**src/rtl/led_serializer.sv**
```systemverilog
// Serial transmitter: latches a byte on load, shifts it out MSB first, then one
// parity bit, each bit held BIT_PERIOD clocks. Mirrors progress on LEDs and a 7-seg digit.
module led_serializer #(
  parameter int BIT_PERIOD = 50_000_000,
  parameter bit PARITY_ODD = 1'b0
) (
  input  logic       clk,
  input  logic       async_nreset,
  input  logic       load_re,
  input  logic       abort_re,
  input  logic [7:0] data_in,
  output logic       serial_out,
  output logic       busy,
  output logic       done,
  output logic [7:0] leds,
  output logic [7:0] hex
);
  localparam int TW = (BIT_PERIOD > 1) ? $clog2(BIT_PERIOD) : 1;

  typedef enum logic [1:0] {IDLE = 2'd0, SHIFT = 2'd1, PARITY = 2'd2} state_e;

  state_e          state_q, state_d;
  logic [7:0]      shreg_q, shreg_d;
  logic [TW-1:0]   tick_q, tick_d;
  logic [2:0]      bit_q, bit_d;
  logic            par_q, par_d;
  logic            serial_q, serial_d;
  logic            done_q, done_d;
  logic [7:0]      hex_q, hex_d;
  logic            tick_end;

  assign tick_end = (tick_q == TW'(BIT_PERIOD - 1));

  always_comb begin
    state_d = state_q;
    shreg_d = shreg_q;
    tick_d  = tick_q;
    bit_d   = bit_q;
    par_d   = par_q;
    done_d  = 1'b0;
    case (state_q)
      IDLE: begin
        if (load_re && !abort_re) begin
          shreg_d = data_in;
          par_d   = PARITY_ODD ? ~^data_in : ^data_in;
          tick_d  = '0;
          bit_d   = '0;
          state_d = SHIFT;
        end
      end
      SHIFT: begin
        if (abort_re) begin
          state_d = IDLE;
          shreg_d = '0;
          tick_d  = '0;
          bit_d   = '0;
        end else if (tick_end) begin
          tick_d  = '0;
          shreg_d = {shreg_q[6:0], 1'b0};
          bit_d   = bit_q + 3'd1;
          if (bit_q == 3'd7) state_d = PARITY;
        end else begin
          tick_d = tick_q + TW'(1);
        end
      end
      PARITY: begin
        if (abort_re) begin
          state_d = IDLE;
          shreg_d = '0;
          tick_d  = '0;
          bit_d   = '0;
        end else if (tick_end) begin
          state_d = IDLE;
          tick_d  = '0;
          done_d  = 1'b1;
        end else begin
          tick_d = tick_q + TW'(1);
        end
      end
      default: state_d = IDLE;
    endcase
  end

  // Serial and 7-seg outputs are registered from next state so they change
  // in the same cycle as the state they describe.
  always_comb begin
    serial_d = 1'b0;
    hex_d    = 8'h00;
    case (state_d)
      SHIFT:   serial_d = shreg_d[7];
      PARITY:  serial_d = par_d;
      default: serial_d = 1'b0;
    endcase
    if (state_d != IDLE)
      hex_d = {state_d == PARITY, serial_d ? 7'b000_0110 : 7'b011_1111};
  end

  always_ff @(posedge clk or negedge async_nreset) begin
    if (!async_nreset) begin
      state_q  <= IDLE;
      shreg_q  <= '0;
      tick_q   <= '0;
      bit_q    <= '0;
      par_q    <= 1'b0;
      serial_q <= 1'b0;
      done_q   <= 1'b0;
      hex_q    <= 8'h00;
    end else begin
      state_q  <= state_d;
      shreg_q  <= shreg_d;
      tick_q   <= tick_d;
      bit_q    <= bit_d;
      par_q    <= par_d;
      serial_q <= serial_d;
      done_q   <= done_d;
      hex_q    <= hex_d;
    end
  end

  assign serial_out = serial_q;
  assign busy       = (state_q != IDLE);
  assign done       = done_q;
  assign leds       = shreg_q;
  assign hex        = hex_q;
endmodule

```
**config.mk**
```make
export PLATFORM = sky130hd
export DESIGN_NAME = led_serializer
export DESIGN_NICKNAME = d
export VERILOG_FILES = /design/src/rtl/led_serializer.sv
export SDC_FILE = /design/constraint.sdc
export NUM_CORES = 1
export LEC_CHECK = 0
export ABC_AREA = 1
export BUFFER_PORTS_ARGS = -buffer_cell sky130_fd_sc_hd__buf_2
export CAP_MARGIN = 20
export CORE_ASPECT_RATIO = 1.4
export CORE_UTILIZATION = 37
export DETAILED_ROUTE_END_ITERATION = 16
export GPL_TIMING_DRIVEN = 0
export SYNTH_ARGS = -nofsm -noshare
export SYNTH_HDL_FRONTEND = slang
export SYNTH_SLANG_ARGS = --single-unit
```
**constraint.sdc**
```tcl
create_clock -name clk -period 2.9 [get_ports clk]
set_input_delay 0.58 -clock clk [delete_from_list [all_inputs] [get_ports clk]]
set_output_delay 0.58 -clock clk [all_outputs]
set_load 0.02 [all_outputs]
```
Word level (Yosys, flattened, before mapping)
Cells that the tools add are included.
W data, S select, Z words.

storage, ports and cells
  register bits after elaboration = 50
  input port bits = 12
  output and inout bits = 19
  word-level logic and storage cells = 60

cells by class
  add/sub/neg operators = 2
  equal/unequal tests = 9
  mux-type cells = 29
  reduce and logical (&&, ||, !) cells = 11

operator list
  cell                     count
  $mux W26                 3
  $pmux W26 S2             1
  $mux W8                  5
  $add A26 B1 Y26 const B  1
  $eq A26 B26 Y1 const B   1
  $pmux W8 S3              1
  $mux W2                  6
  $mux W3                  4
  $pmux W3 S3              1
  $reduce_xor A8 Y1        1
  $mux W6                  1
  $pmux W2 S3              1
  $reduce_bool A2 Y1       3
  $mux W1                  5
  $eq A2 B1 Y1 const B     2
  $eq A2 B2 Y1 const B     2
  $ne A2 B2 Y1 const B     2
  $reduce_and A4 Y1        1
  $add A3 B1 Y3 const B    1
  $eq A3 B3 Y1 const B     1
  $ne A3 B3 Y1 const B     1
  $reduce_bool A3 Y1       1
  $logic_not A2 Y1         1
  $pmux W1 S2              1
  4 further kinds          4

Depth between registers and ports, before layout
  depth in word-level cells = 9
  mapped depth = 16
  depth with buffers taken out = 16

Worst setup path after synthesis
OpenSTA, ideal clock, no wires.

  path kind = register -> register
  start point = register tick_q[0]
  end point = register serial_q, in the netlist serial_out
  library setup time = 132 ps
  arrival time = 1922 ps
  data required time = 2768 ps
  slack = 846 ps
  stages on the path, launching flop included = 15
  buffers on the path = 0
  period minus slack after synthesis = 2054 ps
  cells stage by stage = dfrtp_1 > ha_1 > nand2_1 > nor2_1 > inv_2 > nor2_2 > nand2_4 > inv_1 > nand2_1 > o21ai_0 > nand2_1 > nor2_1 > inv_1 > ha_1 > a21boi_0

on the way
  longest elaborated chain between the ends = 6
  elaborated cells on any way between the ends = 12
  classes of those cells = 3 x eq/ne; 9 x mux

ends and longest elaborated chain
  what                                                 line    text
  from (decl)                                          24      logic [TW-1:0] tick_q, tick_d;
  from (signal assigned)                               111     tick_q <= tick_d;
  $eq A26 B26 Y1 *                                     32      assign tick_end = (tick_q == TW'(BIT_PERIOD - 1));
  $mux W2 (on tied branches)                           72, 57
  $mux W2 (on tied branches)                           67, 52
  $pmux W2 S3 *                                        41      case (state_q)
  net state_d[1]                                       22      state_e state_q, state_d;
  $eq A2 B2 Y1 / $eq A2 B1 Y1 (equally long branches)  89      case (state_d)
  $pmux W1 S2 *                                        89
  net serial_d                                         27      logic serial_q, serial_d;
  to (signal assigned)                                 114     serial_q <= serial_d;
  to (decl)                                            27

The timed path passes the listed nets; every way through them passes the cells marked *. The select of a mux whose other input is x is not followed.
A chain may end at the register's enable or synchronous reset.

Final worst setup path
Ends and elaborated chain as after synthesis.

==> run summary <==
The cell type with the largest total area after synthesis is sky130_fd_sc_hd__dfrtp_1. The worst-case setup slack after placement is approximately 0.54 ns. In the synthesized netlist the async set-or-reset flop fraction comes to 100.0%.

The largest single stage delay on the critical path is 0.40 ns. After clock tree synthesis, the repair step resized 0 gates. The fraction of final layout cells with drive strength greater than 1 is between 15 and 20%. The cell row count came out at 36.

Based on the critical path, the design can be clocked at up to ~420 MHz. The transition time of the tightest slew-check pin came out at 0.5083 ns. The area overhead of the layout relative to synthesis is 15.83%. The average wire length per cell after detail routing is 12.15 µm.

The number of enable flip-flop cells after synthesis came out at 0. The maximum VDD drop came out at 0.3186 mV. The cell type group with the largest total delay on the critical path is simple AND/OR/NAND/NOR gates. The overall die area is approximately 7500 µm². The arrival time at the worst endpoint came out at 2.61 ns. The synthesized area divided by synthesized cell count came out at 7.904 µm².

The share of Yosys cell area claimed by the top area cell type is a little over two fifths. Hold repair after CTS inserted 0 buffers. The highest net fanout along the worst path is 6. The final-report max-slew violation count is 0.

The number of antenna violations at the first check in global routing came out at 0. In this run the remaining antenna-violating nets after routing total 0. The worst hold slack across all endpoints came out at 0.08655 ns. The post-synthesis sequential area ratio came out at 42.65%. The initial DRC count came out at approximately 100.

The count of mapped cells out of synthesis is 334. Setup repair after global routing left no endpoint under its margin. The effective utilization at floorplan is about two fifths.

The layer flagged by global routing as most heavily used is met2. The netlist area before placement is between 2000 and 3000 µm². The class of the worst hold path is primary input to async pin. The clock net in this run drives a total of 45 sinks.

The most numerous cell in the Yosys netlist is sky130_fd_sc_hd__nand2_1. The detailed placer's ending HPWL is 4362 µm. The startpoint type of the worst setup path is a flop. Across all setup checks in the final design, the least slack found is 0.5122 ns.

Across the run, the number of max-cap violations was 0. Clock tree synthesis selected as its root buffer the cell sky130_fd_sc_hd__clkbuf_8. In this run, placement finished with an instance count of roughly 460. The largest net degree at the start of global routing is 46. The buffer levels on the longest clock path came out at 2. The fill cell instance count of the final layout came out at 738. The tightest slew margin relative to the limit came out at 65.99%.

The count of unique library cells instantiated by Yosys came out at 39. The flop and latch count out of synthesis came out at 45. The detailed-route via count came out at around 2300. The die is 73.39 µm wide. The final-report hold violation count is 0. The critical path in this run is classified as flop to flop.

The net count of the finished layout is 395. The final antenna diode count came out at 0. The commonest cells after synthesis are 85 x sky130_fd_sc_hd__nand2_1, 45 x sky130_fd_sc_hd__dfrtp_1, 35 x sky130_fd_sc_hd__inv_1, 34 x sky130_fd_sc_hd__nor2_1, 19 x sky130_fd_sc_hd__a21oi_1.

The clock transition at the registers of the reported paths came out at 0.09 ns. Registers take 1126 µm². The total I/O pin count is 31. The met1 track demand over resource in global routing came out at 19.35%. The later pin in the worst-skew pair is clocked with a latency of 0.31 ns. The total buffers and inverters traversed by the critical path is 3. Ranked by total cell area, the synthesized netlist is headed by sky130_fd_sc_hd__dfrtp_1 43%, sky130_fd_sc_hd__nand2_1 12%, sky130_fd_sc_hd__ha_1 5.7%. The count of port buffers added during placement came out at 29. The placed standard-cell area is around 2900 µm². The met3 usage in global routing came out at 2.860%. The first-pass GRT wire length came out at approximately 10000 µm. The total routing resource utilization after global routing came out at 17.29%. The final cycle utilization of the critical path is 82.34%. The setup TNS is 0 ns.

The first TritonRoute pass finished after 4 iterations. The critical path goes through ha_1 > nand2_1 > nor2_1 > inv_2 > nor2_2 > nand2_4 > inv_1 > nand2_1 > o21ai_0 > nand2_1 > nor2_1 > inv_1 > ha_1 > a21boi_0. Among all flip-flop cells after synthesis, the most frequent one is sky130_fd_sc_hd__dfrtp_1. The count of warnings emitted by yosys came out at 0. The post-CTS setup buffer count is 0. The clock skew after layout is 0.007130 ns.

The remaining global-route overflow came out at 0. The CTS tree is yes. The die outline height is ~100 µm. The critical path's most frequent cell is sky130_fd_sc_hd__nand2_1.

The largest individual stage delay along the critical path comes from the cell sky130_fd_sc_hd__dfrtp_1. The remaining design rule violation count is 0. The multi-input combinational cells in the finished layout cover a total of between 1000 and 1500 µm². The final cell count without fillers came out at 467.

The TritonCTS buffer count is 5. The final-report setup violation count came out at 0. The run finished with clean final reports.

The average via count per standard cell is 4.906. The net count after synthesis came out at 358. The number of global-route vias before repair came out at 2255. With fillers left out, the area of the finished cells amounts to 3058 µm².

The static leakage is 1.493 nW. The global placer's final weighted congestion is just over 0.8. The minimum clock period after layout is 2.388 ns.

The worst setup path is captured at a flop. The total core area came out at 6937 µm². In this run the power density over the cells is 660.6 nW/µm². Wires add up to 5676 µm. The worst endpoint required time came out at 3.12 ns. The fraction of met2 tracks used by global routing is a little under a third. The H-tree was split into 2 levels.
## metal layers
metal	part of all wire, %	wire, µm	vias up
li1	-	-	1149
met1	41	2334	1087
met2	53	3030	45
met3	3.1	177	10
met4	2.3	133	0
met5	0	0	-
## kinds of logic after synthesis
kind of cell / Yosys count / share of synthesized area, %
adders and majority gates: 12 / 5.687
and+or+nand+nor: 168 / 29.05
other: 1 / 0.1420
buffers and inverters: 47 / 7.678
muxes: 1 / 0.3792
DFF: 45 / 42.65
xor gates and xnor gates: 13 / 4.313
AOI/OAI and AO/OA: 47 / 10.10
## where the power goes
part | switching [mW] | total (mW) | leakage, nW | internal [mW]
Sequential | 0.0616 | 0.764 | 0.616 | 0.702
Combinational | 0.454 | 0.693 | 0.809 | 0.238
Clock | 0.221 | 0.564 | 0.0681 | 0.342
Total | 0.737 | 2.02 | 1.49 | 1.28
## cell usage in the layout, fill, tap and decap left out, types with 3 or more instances in the layout
cell                       count
sky130_fd_sc_hd__xor2_1        6
sky130_fd_sc_hd__a21oi_1      19
sky130_fd_sc_hd__inv_1        35
sky130_fd_sc_hd__ha_1         12
sky130_fd_sc_hd__xnor2_1       7
sky130_fd_sc_hd__o21ai_0      13
sky130_fd_sc_hd__nand2_1      85
sky130_fd_sc_hd__inv_2         3
sky130_fd_sc_hd__nor2_4        3
sky130_fd_sc_hd__nand3_1      14
sky130_fd_sc_hd__nor3_1       10
sky130_fd_sc_hd__nand4_1       8
sky130_fd_sc_hd__clkbuf_8      5
sky130_fd_sc_hd__o21a_1        3
sky130_fd_sc_hd__buf_4         5
sky130_fd_sc_hd__dfrtp_1      45
sky130_fd_sc_hd__nand2_2       4
sky130_fd_sc_hd__buf_2        29
sky130_fd_sc_hd__nor2_1       34
sky130_fd_sc_hd__a31oi_1       3
## final timing paths
check | from | endpoint | slack (ns) | cells past startpoint
setup / recovery | tick_q[0]$_DFFE_PN0P_ | serial_out$_DFF_PN0_ | 0.51 | 14
hold / removal | async_nreset | tick_q[2]$_DFFE_PN0P_ | 0.09 | 1
setup reg to reg | tick_q[0]$_DFFE_PN0P_ | serial_out$_DFF_PN0_ | 0.51 | 14
hold reg to reg | bit_q[0]$_DFFE_PN0P_ | bit_q[0]$_DFFE_PN0P_ | 0.49 | 1
max in group asynchronous | async_nreset | tick_q[14]$_DFFE_PN0P_ | 2.37 | 2
min in group clk | bit_q[0]$_DFFE_PN0P_ | bit_q[0]$_DFFE_PN0P_ | 0.49 | 1
## worst register-to-register path: cells and delay by family (launching register included)
family / cells / cell delay, ns
DFF: 1 / 0.40
AOI/OAI and AO/OA: 2 / 0.34
and+or+nand+nor: 7 / 0.83
adders and majority gates: 2 / 0.49
buffers and inverters: 3 / 0.26
## flip-flops by register name, summed over array words and instances (netlist names)
register and count:
bit_q 3, done 1, hex 3, leds 8, par_q 1, serial_out 1
state_q 2, tick_q 26
## cell type report
type / instances / share of cell area (%)
Buffer: 9 / 1.964
Clock buffer: 5 / 2.250
Clock inverter: 3 / 2.128
Inverter: 38 / 4.664
Multi-Input combinational cell: 242 / 42.88
Sequential cell: 45 / 36.82
Tap cell: 95 / 3.887
Timing Repair Buffer: 30 / 5.401
## metrics by stage
step	util [%]	total power, mW
2_1_floorplan	-	1.262
3_3_place_gp	41.87	1.464
3_5_place_dp	41.87	1.472
4_1_cts	43.80	2.040
5_1_grt	44.08	2.163
6_report	44.08	2.020
(Power assumes the default switching activity.)
